**config.mk**
```make
export PLATFORM = sky130hd
export DESIGN_NAME = debug_mem_dumper
export DESIGN_NICKNAME = d
export VERILOG_FILES = /design/src/rtl/debug_mem_dumper_pkg.sv /design/src/rtl/debug_mem_dumper_byte_selector.sv /design/src/rtl/debug_mem_dumper.sv
export SDC_FILE = /design/constraint.sdc
export NUM_CORES = 2
export LEC_CHECK = 0
export BUFFER_PORTS_ARGS = -buffer_cell sky130_fd_sc_hd__buf_2
export CAP_MARGIN = 20
export CORE_AREA = 2 2 408 410
export CTS_CLUSTER_DIAMETER = 30
export DETAILED_ROUTE_END_ITERATION = 8
export DIE_AREA = 0 0 410 412
export MAX_ROUTING_LAYER = met4
export SLEW_MARGIN = 0
export SYNTH_ARGS = -nofsm -noshare
export SYNTH_HDL_FRONTEND = slang
export SYNTH_SLANG_ARGS = --single-unit
```
**constraint.sdc**
```tcl
create_clock -name i_clk -period 4.61 [get_ports i_clk]
set_clock_uncertainty 0.05 [all_clocks]
set_input_delay 1.1525 -clock i_clk [delete_from_list [all_inputs] [get_ports i_clk]]
set_output_delay 1.1525 -clock i_clk [all_outputs]
set_load 0.01 [all_outputs]
```
**src/rtl/debug_mem_dumper_pkg.sv**
```systemverilog
// Shared definitions for the debug memory dumper: FSM state encoding and a
// width helper used to size the byte counter.
package debug_mem_dumper_pkg;

  typedef enum logic [1:0] {
    IDLE = 2'b00,
    SEND = 2'b01,
    DONE = 2'b10
  } state_e;

  // Bits needed to index 'value' items; never less than one so a
  // single-byte slot still has a real counter register.
  function automatic int clog2Min1(input int value);
    int result;
    int remaining;
    result = 0;
    remaining = value - 1;
    while (remaining > 0) begin
      result++;
      remaining = remaining >> 1;
    end
    return (result < 1) ? 1 : result;
  endfunction

endpackage

```
**src/rtl/debug_mem_dumper_byte_selector.sv**
```systemverilog
// Pure indexing: picks one byte out of a flattened memory image, given a
// word index and a byte index where byte 0 is the most-significant byte.
module debug_mem_dumper_byte_selector
  import debug_mem_dumper_pkg::*;
#(
  parameter int ADDR_SIZE = 5,
  parameter int SLOT_SIZE = 32,
  parameter int BYTE_SIZE = 8,
  localparam int NUM_SLOTS = 2 ** ADDR_SIZE,
  localparam int BYTES_PER_SLOT = SLOT_SIZE / BYTE_SIZE,
  localparam int BYTE_IDX_W = clog2Min1(BYTES_PER_SLOT)
) (
  input  logic [NUM_SLOTS*SLOT_SIZE-1:0] bus_i,
  input  logic [ADDR_SIZE-1:0]           word_i,
  input  logic [BYTE_IDX_W-1:0]          byte_i,
  output logic [BYTE_SIZE-1:0]           data_o
);

  logic [SLOT_SIZE-1:0] slots [NUM_SLOTS];
  logic [BYTE_SIZE-1:0] lanes [BYTES_PER_SLOT];
  logic [SLOT_SIZE-1:0] slotSel;

  // Unpack the flat bus into one entry per memory slot.
  for (genvar k = 0; k < NUM_SLOTS; k++) begin : gSlot
    assign slots[k] = bus_i[k*SLOT_SIZE +: SLOT_SIZE];
  end

  assign slotSel = slots[word_i];

  // Lane 0 is the top byte of the slot so the stream comes out MSB first.
  for (genvar j = 0; j < BYTES_PER_SLOT; j++) begin : gLane
    assign lanes[j] = slotSel[SLOT_SIZE-1-j*BYTE_SIZE -: BYTE_SIZE];
  end

  assign data_o = lanes[byte_i];

endmodule

```
**src/rtl/debug_mem_dumper.sv**
```systemverilog
// Snapshots the data memory debug bus on a start request and streams it out
// byte by byte (word 0 first, MSB first) over a valid/ready handshake toward
// the UART transmitter.
module debug_mem_dumper
  import debug_mem_dumper_pkg::*;
#(
  parameter int ADDR_SIZE = 5,
  parameter int SLOT_SIZE = 32,
  parameter int BYTE_SIZE = 8
) (
  input  logic                                i_clk,
  input  logic                                i_reset,
  input  logic                                i_start,
  input  logic [(2**ADDR_SIZE)*SLOT_SIZE-1:0] i_bus_debug,
  output logic [BYTE_SIZE-1:0]                o_data,
  output logic                                o_valid,
  input  logic                                i_ready,
  output logic                                o_busy,
  output logic                                o_done
);

  localparam int BUS_W = (2 ** ADDR_SIZE) * SLOT_SIZE;
  localparam int BYTES_PER_SLOT = SLOT_SIZE / BYTE_SIZE;
  localparam int BYTE_IDX_W = clog2Min1(BYTES_PER_SLOT);
  localparam logic [BYTE_IDX_W-1:0] LAST_BYTE = BYTE_IDX_W'(BYTES_PER_SLOT - 1);
  localparam logic [ADDR_SIZE-1:0] LAST_WORD = '1;

  state_e                state_q, state_d;
  logic [ADDR_SIZE-1:0]  wordCnt_q, wordCnt_d;
  logic [BYTE_IDX_W-1:0] byteCnt_q, byteCnt_d;
  logic [BUS_W-1:0]      snapshot_q;
  logic [BYTE_SIZE-1:0]  data_q;
  logic                  valid_q;
  logic                  busy_q;
  logic                  done_q;

  logic [BUS_W-1:0]      selBus;
  logic [BYTE_SIZE-1:0]  selByte;
  logic                  lastByte;
  logic                  terminal;

  assign lastByte = (byteCnt_q == LAST_BYTE);
  assign terminal = lastByte && (wordCnt_q == LAST_WORD);

  // The byte presented after the coming edge is looked up with the
  // next-state counters; on the start edge the snapshot is not loaded yet,
  // so the live bus is indexed instead.
  assign selBus = (state_q == IDLE) ? i_bus_debug : snapshot_q;

  debug_mem_dumper_byte_selector #(
    .ADDR_SIZE (ADDR_SIZE),
    .SLOT_SIZE (SLOT_SIZE),
    .BYTE_SIZE (BYTE_SIZE)
  ) uSelector (
    .bus_i  (selBus),
    .word_i (wordCnt_d),
    .byte_i (byteCnt_d),
    .data_o (selByte)
  );

  // Next-state and counter advance: counters move only on a handshake and
  // the byte counter rolling over bumps the word counter.
  always_comb begin
    state_d   = state_q;
    wordCnt_d = wordCnt_q;
    byteCnt_d = byteCnt_q;
    case (state_q)
      IDLE: begin
        if (i_start) begin
          state_d   = SEND;
          wordCnt_d = '0;
          byteCnt_d = '0;
        end
      end
      SEND: begin
        if (i_ready) begin
          if (terminal) begin
            state_d = DONE;
          end
          if (lastByte) begin
            byteCnt_d = '0;
            wordCnt_d = wordCnt_q + 1'b1;
          end else begin
            byteCnt_d = byteCnt_q + 1'b1;
          end
        end
      end
      DONE: begin
        state_d = IDLE;
      end
      default: begin
        state_d = IDLE;
      end
    endcase
  end

  // State, counters, snapshot and registered handshake outputs. Outputs are
  // set on the transition into a state so they line up with that state.
  always_ff @(posedge i_clk) begin
    if (i_reset) begin
      state_q    <= IDLE;
      wordCnt_q  <= '0;
      byteCnt_q  <= '0;
      snapshot_q <= '0;
      data_q     <= '0;
      valid_q    <= 1'b0;
      busy_q     <= 1'b0;
      done_q     <= 1'b0;
    end else begin
      state_q   <= state_d;
      wordCnt_q <= wordCnt_d;
      byteCnt_q <= byteCnt_d;
      case (state_q)
        IDLE: begin
          done_q <= 1'b0;
          if (i_start) begin
            snapshot_q <= i_bus_debug;
            data_q     <= selByte;
            valid_q    <= 1'b1;
            busy_q     <= 1'b1;
          end else begin
            valid_q <= 1'b0;
            busy_q  <= 1'b0;
          end
        end
        SEND: begin
          if (i_ready) begin
            if (terminal) begin
              valid_q <= 1'b0;
              done_q  <= 1'b1;
            end else begin
              data_q <= selByte;
            end
          end
        end
        DONE: begin
          valid_q <= 1'b0;
          busy_q  <= 1'b0;
          done_q  <= 1'b0;
        end
        default: begin
          valid_q <= 1'b0;
          busy_q  <= 1'b0;
          done_q  <= 1'b0;
        end
      endcase
    end
  end

  assign o_data  = data_q;
  assign o_valid = valid_q;
  assign o_busy  = busy_q;
  assign o_done  = done_q;

endmodule

```
==> flow_summary_export.csv <==
group,metric,value,unit
worst_hold_path,whs_path_depth,2,
synth,syn_area_per_cell,7.28,µm²
power_and_ir_drop,cellLeakagePower,29.2,nW
route,ant_nets,0,
synth,ys_warn_count,0,
route,num_vias,63330,
synth,synth_nets,8413,
floorplan,rows,149,
cells_and_area,regArea,20900,µm²
sta,hold_viol_final,0,
clocking,post_cts_resized,0,
synth,yosysSeqAreaShare,38.9,%
worst_hold_path,min_path_type,"flip-flop to flip-flop",
sta,min_period_over_period,98.3,%
critical_path,crit_required,5300,ps
floorplan,initial_utilization,32.7,%
floorplan,chipHeight,412,µm
global_routing,grt_overflow,0,
sta,relSlewSlack,17.3,%
sta,rsz0062_at_grt,"no",
route,drc_errors,0,
outcome,status,"finished clean",
clocking,cts_buffer_depth,4,
placement,io_buffers,1038,
cells_and_area,multi_input_area,29800,µm²
synth,yosysTopAreaCell,"dfxtp_1",
cells_and_area,final_common_cell,"nand2_1",
sta,min_period,4530,ps
critical_path,worstRegToRegCells,12,
clocking,clkLatencyLatePin,950,ps
floorplan,dieArea,169000,µm²
power_and_ir_drop,pwr-share-clk,61.8,%
sta,final.setup.tns,0,ps
synth,synth_cell_types,91,
synth,synthCells,7381,
cells_and_area,nets,9447,
sta,setup_viol,0,
power_and_ir_drop,p_sw,9.25,mW
synth,synth_flop_cell,"dfxtp_1",
placement,preCtsSetupSlack,-508,ps
route,wl_per_cell,28.6,µm
clocking,cts.sinks,1044,
sta,timing.fmax,221,MHz
synth,synth-edff-count,0,
clocking,root_buffer,"clkbuf_16",
clocking,htree_levels,5,
synth,async_reset_ff_share,0,%
critical_path,startpoint_type,"flip-flop",
synth,netlist_top_cells_area,"dfxtp_1, nand2_1, a21oi_1",
clocking,cts_buffers,318,
clocking,cts_tree,"done",
clocking,clkTransAtPathRegs,40,ps
cells_and_area,drive_gt1_share,24.0,%
clocking,cts_setup_buffers,0,
synth,yosysTopAreaCellShare,38.9,%
power_and_ir_drop,pwr-share-seq,27.8,%
sta,worst_slack,78.5,ps
sta,slew_viol_final,0,
route,drt_iter0_markers,8312,
route,via_per_inst,5.77,
global_routing,antenna_found_initial,179,
floorplan,ioPinCount,1039,
floorplan,core,164000,µm²
global_routing,grtUsageTotal,36.4,%
cells_and_area,syn2layout_area_growth,36.9,%
route,first_pass_iters,8,
critical_path,endpoint_kind,"flip-flop",
power_and_ir_drop,intPower,26.4,mW
critical_path,crit_fanout,16,
clocking,hold_buffers,0,
global_routing,first_global_vias,58661,
sta,worstMarginPinSlew,1240,ps
power_and_ir_drop,vdd_drop_max,0.413,mV
critical_path,arrival,5220,ps
power_and_ir_drop,p_sw_share,26.0,%
cells_and_area,fill_cells,16435,
global_routing,grt_max_degree,217,
placement,gp_congestion,0.959,
power_and_ir_drop,comb_power_share,10.4,%
critical_path,crit_type,"flip-flop to flip-flop",
route,wl,314000,µm
power_and_ir_drop,power.density,485,nW/µm²
floorplan,die_w,410,µm
synth,synthesis.area,53700,µm²
cells_and_area,final_cell_mix,"nand2_1, a21oi_1, dfxtp_1",
flow_run,cap_viol_max_count,0,
synth,ys_ff_latch,1044,
global_routing,grt_pass1_wl,432000,µm
placement,place_hpwl,229000,µm
-- stage by stage --
| stage | cell area [µm²] | power [mW] | std cells | utilization, % | hold WS [ps] |
|---|---|---|---|---|---|
| 6_report | 73500 | 35.6 | 10981 | 44.8 | 398 |
| 5_1_grt | 73500 | 36.5 | 10961 | 44.7 | 403 |
| 4_1_cts | 73200 | 35.6 | 10842 | 44.5 | 381 |
| 3_5_place_dp | 62400 | 13.7 | 10283 | 38.0 | 393 |
| 3_3_place_gp | 62300 | 13.6 | 10280 | 38.0 | 388 |
| 2_1_floorplan | 53700 | 11.8 | 7381 | - | 382 |
-- metal layers --
layer  vias up  global-route usage (%)  routed length, µm
met5         -                       -                  0
met4         0                    25.0              24600
met3       954                    7.55              27000
met2      3752                    55.9             142000
met1     30507                    42.6             120000
li1      28117                       -                  -
-- registers in the layout, indices dropped and copies added, names as in the netlist --
register	count
wordCnt_q	5
o_done	1
o_busy	1
o_valid	1
byteCnt_q	2
state_q	2
snapshot_q	1024
o_data	8
-- logic make-up (layout without fill, tap and decap cells) --
kind of cell	count (synthesis)	after routing	share of synthesized area (%)
adder cells (fa/ha/maj)	4	4	0.0932
AO/OA/AOI/OAI	2075	2075	23.5
AND/OR/NAND/NOR	3250	3250	24.5
multiplexers	306	306	7.18
other	0	138	0
flip-flops	1044	1044	38.9
buffers and inverters	702	1975	5.89
-- power groups by stage --
stage / clock network, mW / logic [mW] / registers (mW)
after floorplan: 0 / 1.84 / 9.97
after global placement: 0 / 3.58 / 10.0
after detailed placement: 0 / 3.61 / 10.1
after CTS: 22.1 / 3.62 / 9.90
after global routing: 22.6 / 3.91 / 9.96
final: 22.0 / 3.70 / 9.92
-- cells in the mapped netlist, drive strengths merged (5+ instances only) --
cell type and n:
o22ai 25, o21a 6, o311ai 11, mux4 60
nand4 46, inv 7, a21oi 1142, nor3 14
a32o 5, mux2i 223, nor2b 5, a211oi 60
a31oi 166, a2111oi 12, a41oi 13, mux2 23
a22oi 27, or3 7, a32oi 36, nor2 37
nand3 222, and2 7, a221o 46, nor4 10
o21ai 203, dfxtp 1044, o2111ai 8, a221oi 186
a311oi 7, nand2b 6, a31o 6, and3 77
o211ai 42, clkbuf 434, o22a 7, o221ai 17
buf 261, a211o 13, nand2 2791
-- worst max-delay path, stage by stage (launching register included) --
cell and delay [ps]:
dfxtp_1 400, ha_1 270, nor4bb_4 420, o21ai_4 170, nand2_8 220, buf_4 270, mux4_2 380, a221oi_1 770
buf_4 260, nor4_1 50, nor4b_1 790, buf_4 240, a2111oi_2 60
-- worst paths after layout --
kind                                      start         endpoint  slack [ps]
worst min-delay path            snapshot_q[267]  snapshot_q[267]         400
worst max-delay path               byteCnt_q[0]        o_data[3]          80
worst min register to register  snapshot_q[267]  snapshot_q[267]         400
worst max register to register     byteCnt_q[0]        o_data[3]          80
-- cell type report --
type / count / area share [%]
Clock inverter: 146 / 2.40
Inverter: 7 / 0.0357
Tap cell: 2189 / 3.73
Timing Repair Buffer: 1409 / 12.1
Multi-Input combinational cell: 5635 / 40.6
Sequential cell: 1044 / 28.4
Clock buffer: 413 / 12.3
Antenna cell: 138 / 0.470
No activity file was read; power rests on OpenSTA's default activity.
